### src/rtl/program_loader_pkg.sv
// Shared CPU definitions: RAM geometry defaults and the program loader state encoding.
package program_loader_pkg;

    localparam int RAM_BYTES_DEF = 16;
    localparam int ADDR_W_DEF    = 4;

    typedef enum logic [2:0] {
        LD_IDLE     = 3'd0,
        LD_WAIT_STB = 3'd1,
        LD_WRITE    = 3'd2,
        LD_ACK      = 3'd3,
        LD_DONE     = 3'd4
    } loader_state_e;

    // States during which the CPU control block must be kept in reset.
    function automatic logic holds_cpu(input loader_state_e s);
        return (s == LD_WAIT_STB) || (s == LD_WRITE) || (s == LD_ACK);
    endfunction

endpackage

### src/rtl/program_loader_sync_edge.sv
// Multi-flop synchronizer for an asynchronous pin with a registered rising-edge pulse.
module sync_edge #(
    parameter int STAGES = 2
) (
    input  logic clk,
    input  logic clear,
    input  logic d_i,
    output logic sync_o,
    output logic rise_o
);

    logic [STAGES-1:0] stage_q;
    logic              rise_q;

    // The pulse is computed from the value about to enter the last stage, so it
    // is high in exactly the first cycle in which sync_o is high.
    always_ff @(posedge clk) begin
        if (clear) begin
            stage_q <= '0;
            rise_q  <= 1'b0;
        end else begin
            stage_q <= {stage_q[STAGES-2:0], d_i};
            rise_q  <= stage_q[STAGES-2] & ~stage_q[STAGES-1];
        end
    end

    assign sync_o = stage_q[STAGES-1];
    assign rise_o = rise_q;

endmodule

### src/rtl/program_loader.sv
// Host-driven byte loader for the CPU RAM: strobe handshake, address counter, CPU hold.
module program_loader
    import program_loader_pkg::*;
#(
    parameter int RAM_BYTES   = RAM_BYTES_DEF,
    parameter int ADDR_W      = ADDR_W_DEF,
    parameter int SYNC_STAGES = 2
) (
    input  logic              clk,
    input  logic              clear,
    input  logic              load_en,
    input  logic              strobe,
    input  logic [7:0]        data_in,
    output logic [ADDR_W-1:0] ram_addr,
    output logic [7:0]        ram_data,
    output logic              ram_we,
    output logic              ack,
    output logic              cpu_hold,
    output logic              done
);

    localparam logic [ADDR_W-1:0] LAST_ADDR = ADDR_W'(RAM_BYTES - 1);

    loader_state_e     state_q, state_d;
    logic [ADDR_W-1:0] addr_q, addr_d;
    logic [7:0]        data_q, data_d;
    logic              we_q, we_d;
    logic              ack_q, ack_d;
    logic              hold_q, hold_d;
    logic              done_q, done_d;

    logic stb_sync, stb_rise;
    logic len_sync;
    logic load_en_rise_unused;

    sync_edge #(.STAGES(SYNC_STAGES)) u_sync_strobe (
        .clk    (clk),
        .clear  (clear),
        .d_i    (strobe),
        .sync_o (stb_sync),
        .rise_o (stb_rise)
    );

    sync_edge #(.STAGES(SYNC_STAGES)) u_sync_load_en (
        .clk    (clk),
        .clear  (clear),
        .d_i    (load_en),
        .sync_o (len_sync),
        .rise_o (load_en_rise_unused)
    );

    always_ff @(posedge clk) begin
        if (clear) begin
            state_q <= LD_IDLE;
            addr_q  <= '0;
            data_q  <= '0;
            we_q    <= 1'b0;
            ack_q   <= 1'b0;
            hold_q  <= 1'b0;
            done_q  <= 1'b0;
        end else begin
            state_q <= state_d;
            addr_q  <= addr_d;
            data_q  <= data_d;
            we_q    <= we_d;
            ack_q   <= ack_d;
            hold_q  <= hold_d;
            done_q  <= done_d;
        end
    end

    // Losing load_en takes priority over any strobe seen in the same cycle.
    always_comb begin
        state_d = state_q;
        addr_d  = addr_q;
        data_d  = data_q;
        unique case (state_q)
            LD_IDLE: begin
                if (len_sync) state_d = LD_WAIT_STB;
            end
            LD_WAIT_STB: begin
                if (!len_sync) begin
                    state_d = LD_IDLE;
                end else if (stb_rise) begin
                    data_d  = data_in;
                    state_d = LD_WRITE;
                end
            end
            LD_WRITE: begin
                state_d = len_sync ? LD_ACK : LD_IDLE;
            end
            LD_ACK: begin
                if (!len_sync) begin
                    state_d = LD_IDLE;
                end else if (!stb_sync) begin
                    if (addr_q == LAST_ADDR) begin
                        state_d = LD_DONE;
                    end else begin
                        addr_d  = addr_q + ADDR_W'(1);
                        state_d = LD_WAIT_STB;
                    end
                end
            end
            LD_DONE: begin
                if (!len_sync) state_d = LD_IDLE;
            end
            default: state_d = LD_IDLE;
        endcase
        if (state_d == LD_IDLE) addr_d = '0;
    end

    // Handshake outputs track the next state; cpu_hold deliberately lags one cycle.
    always_comb begin
        we_d   = (state_d == LD_WRITE);
        ack_d  = (state_d == LD_ACK);
        done_d = (state_d == LD_DONE);
        hold_d = holds_cpu(state_q);
    end

    assign ram_addr = addr_q;
    assign ram_data = data_q;
    assign ram_we   = we_q;
    assign ack      = ack_q;
    assign cpu_hold = hold_q;
    assign done     = done_q;

endmodule

### config.mk
export PLATFORM = sky130hd
export DESIGN_NAME = program_loader
export DESIGN_NICKNAME = d
export VERILOG_FILES = /design/src/rtl/program_loader_pkg.sv /design/src/rtl/program_loader_sync_edge.sv /design/src/rtl/program_loader.sv
export SDC_FILE = /design/constraint.sdc
export NUM_CORES = 1
export LEC_CHECK = 0
export BUFFER_PORTS_ARGS = -buffer_cell sky130_fd_sc_hd__buf_4
export CORE_AREA = 2 2 43 52
export DETAILED_ROUTE_END_ITERATION = 16
export DIE_AREA = 0 0 45 54
export GPL_TIMING_DRIVEN = 0
export PLACE_DENSITY = 0.84
export SETUP_SLACK_MARGIN = 0.15
export SLEW_MARGIN = 10
export SYNTH_ARGS = -nofsm -noshare
export SYNTH_HDL_FRONTEND = slang
export SYNTH_SLANG_ARGS = --single-unit
export TNS_END_PERCENT = 50
### constraint.sdc
create_clock -name clk -period 1.9 [get_ports clk]
set_input_delay 0.19 -clock clk [delete_from_list [all_inputs] [get_ports clk]]
set_output_delay 0.19 -clock clk [all_outputs]
set_load 0.01 [all_outputs]
==> results by group <==
Outcome
  – Status: finished clean

Global routing
  – Total track usage: 0.151
  – Global-route wire length before repair: about 2600 µm
  – Largest net degree at the start of global routing: 13
  – Initial antenna violation count: 0
  – Grt total ovfl: 0
  – Number of global-route vias before repair: ~650

Floorplan
  – Vert. Die Dim: 54 µm
  – Die area: between 2000 and 2500 µm²
  – Die span in x: about 45 µm
  – Core ar.: approximately 2000 µm²
  – Initial Utilization: 0.446
  – Core Rows: 18
  – I/O pin cnt: 28

Worst setup path
  – Worst Setup End Kind: flip-flop
  – Crit path required time: between 2 and 2.5 ns
  – Data arrival time of the critical path: 1.66 ns
  – Max FO, Critical Path: 8
  – CP startpoint kind: flip-flop
  – Flop2flop setup slack: 0.43 ns
  – Kind of critical path: reg2reg

Drt
  – # DRC: 0
  – DRT iter0 DRCs: 0
  – Via density: about 5
  – Vias: 675
  – Drt pass-1 iters: 1
  – Routed wire per std cell: around 11 µm
  – Post-route ant nets: 0
  – Drt total wl: ~1500 µm

Placed design
  – Placed Area: roughly 1100 µm²
  – I/O Buffers: 27
  – GP Congestion: 0.714
  – Placed Cells: between 100 and 150
  – Pre-CTS WS: approximately 0.45 ns
  – Post-detail-place hpwl: between 1000 and 1500 µm

CTS
  – CTS Hold Buffers Added: 0
  – TritonCTS buffer count: 3
  – Clock Latency Late Sink: ~0.31 ns
  – CTS tree: yes
  – Clock Pin Slew Worst Setup and Hold Paths: ~0.11 ns
  – Clk sink count: 24
  – Post-CTS sizing: 0
  – Setup bufs post-CTS: 0
  – Clock Path Buffers: 2
  – H-tree depth: 1
  – Root Driver: clkbuf_4

Power
  – Clock power frac: 0.277
  – Reported net switching power: ~0.15 mW
  – Logic pwr share: 0.044
  – Switching Share: 0.199
  – P_leak: 0.458 nW
  – Design Power: 0.754 mW
  – Max VDD drop: between 0.5 and 0.6 mV
  – Sequential fraction of design power: 0.679
  – P per Cell Area: between 600 and 700 nW/µm²
  – Int Power: between 0.6 and 0.7 mW

Timing
  – Final Hold Vio Count: 0
  – Total negative setup slack: 0 ns
  – Hold Slack: approximately 0.062 ns
  – Final setup vio count: 0
  – Tcrit/Tclk final: 0.774
  – Slew headroom: 0.721
  – RSZ-0062 raised after global routing: false
  – Final setup margin: roughly 0.43 ns
  – Fin crit period: roughly 1.5 ns
  – Final Slew Violations: 0
  – Max Freq: 0.680 GHz
  – Skew final: 0.00543 ns
  – Slew @ Worst Pin: between 0.4 and 0.5 ns

Finish
  – Ant. Diodes: 0
  – P&R area growth vs syn: 28.3%
  – Non-Filler Instances: around 140
  – Post-layout util: 0.572
  – Post-route cell area: 1130 µm²
  – Proportion of layout cells with a drive suffix above 1: 0.304
  – # nets final: 130

Synth
  – Synth top area cells: dfxtp_1, mux2i_1, nor2_1
  – Synth warn: 0
  – Async SR Flop Fraction: 0
  – Synth Instances: 85
  – Cell Area, Synth: a little under 900 µm²
  – Yosys top cell area share: 0.544
  – Avg Synthesized Cell Area: around 10 µm²
  – #FFs+latches synth: 24
  – Post-synth EDFFs: 0
  – Sequential share of the synthesized area: 0.544
  – Net count after synthesis: between 90 and 100
  – Synth cell types: 24
  – Top FF cell, synth: dfxtp_1
  – Leading area contributor after synthesis: dfxtp_1

Worst hold path
  – HP Class: in2reg

Flow run
  – Max-Cap Viols: 0
[cell usage in the layout (no fill, tap or decap), drive strengths merged]
cell type  instances
nand2              1
dfxtp             24
nor3               1
nand4              2
buf               28
clkbuf             4
inv                2
nand2b             4
o31a               1
nor2              16
nand3              2
xor2               1
nand3b             1
nor2b              6
nor3b              1
o21ai              4
mux2i             10
a21oi              3
and2b              1
ha                 1
or2b               1
or3                1
[worst max-delay path, stage by stage (launching register included)]
cell and delay (ns):
dfxtp_1 0.51, nand3b_1 0.19, nor3b_2 0.21, buf_6 0.17, mux2i_1 0.22, nor2_1 0.06
[power by group through the flow]
| stage | clock, mW | sequential, mW | combinational, mW |
|---|---|---|---|
| floorplan | 0 | 0.523 | 0.0123 |
| global placement | 0 | 0.523 | 0.0331 |
| detailed placement | 0 | 0.523 | 0.0341 |
| CTS | 0.221 | 0.512 | 0.0341 |
| global route | 0.235 | 0.513 | 0.0373 |
| finish | 0.209 | 0.512 | 0.0335 |
[cell families after synthesis]
kind of cell             Yosys count  share of synthesized area
flip-flops                        24                      0.544
adder cells (fa/ha/maj)            1                     0.0142
multiplexers                      10                      0.113
AO/OA/AOI/OAI                      8                     0.0496
AND/OR/NAND/NOR                   37                      0.244
buffers and inverters              4                     0.0255
XOR/XNOR                           1                    0.00992
[metal layers]
layer  share of wire  track usage  up-vias
met1            0.38        0.169      297
li1                -            -      348
met2            0.51        0.250       27
met3           0.077       0.0336        3
met4           0.025        0.103        0
met5               0            0        -
[synthesized netlist by cell type, types with 2 or more instances]
cell       n
dfxtp_1   24
nor2_1    16
mux2i_1   10
nor2b_1    5
nand2b_1   4
o21ai_0    4
a21oi_1    3
inv_1      2
nand3_1    2
[flip-flops by register name, summed over array words and instances (netlist names), 2 cells and up]
name	cells
ram_data	8
ram_addr	4
state_q	3
u_sync_load_en.stage_q	2
u_sync_strobe.stage_q	2
[final cells by class]
| type | instances | area, µm² |
|---|---|---|
| Timing Repair Buffer | 27 | 203 |
| Tap cell | 20 | 25.0 |
| Fill cell | 187 | 848 |
| Clock buffer | 3 | 22.5 |
| Multi-Input combinational cell | 57 | 380 |
| Inverter | 2 | 7.51 |
| Sequential cell | 24 | 480 |
| Buffer | 2 | 15.0 |
[final timing paths]
kind | startpoint | to | depth (start not counted)
setup / recovery | state_q[0]$_SDFF_PP0_ | ram_data[6]$_SDFFE_PP0P_ | 5
hold / removal | clear | u_sync_load_en.stage_q[1]$_SDFF_PP0_ | 2
setup reg to reg | state_q[0]$_SDFF_PP0_ | ram_data[6]$_SDFFE_PP0P_ | 5
hold reg to reg | u_sync_load_en.stage_q[0]$_SDFF_PP0_ | u_sync_load_en.stage_q[1]$_SDFF_PP0_ | 1
Power figures use the tool's default switching activity.
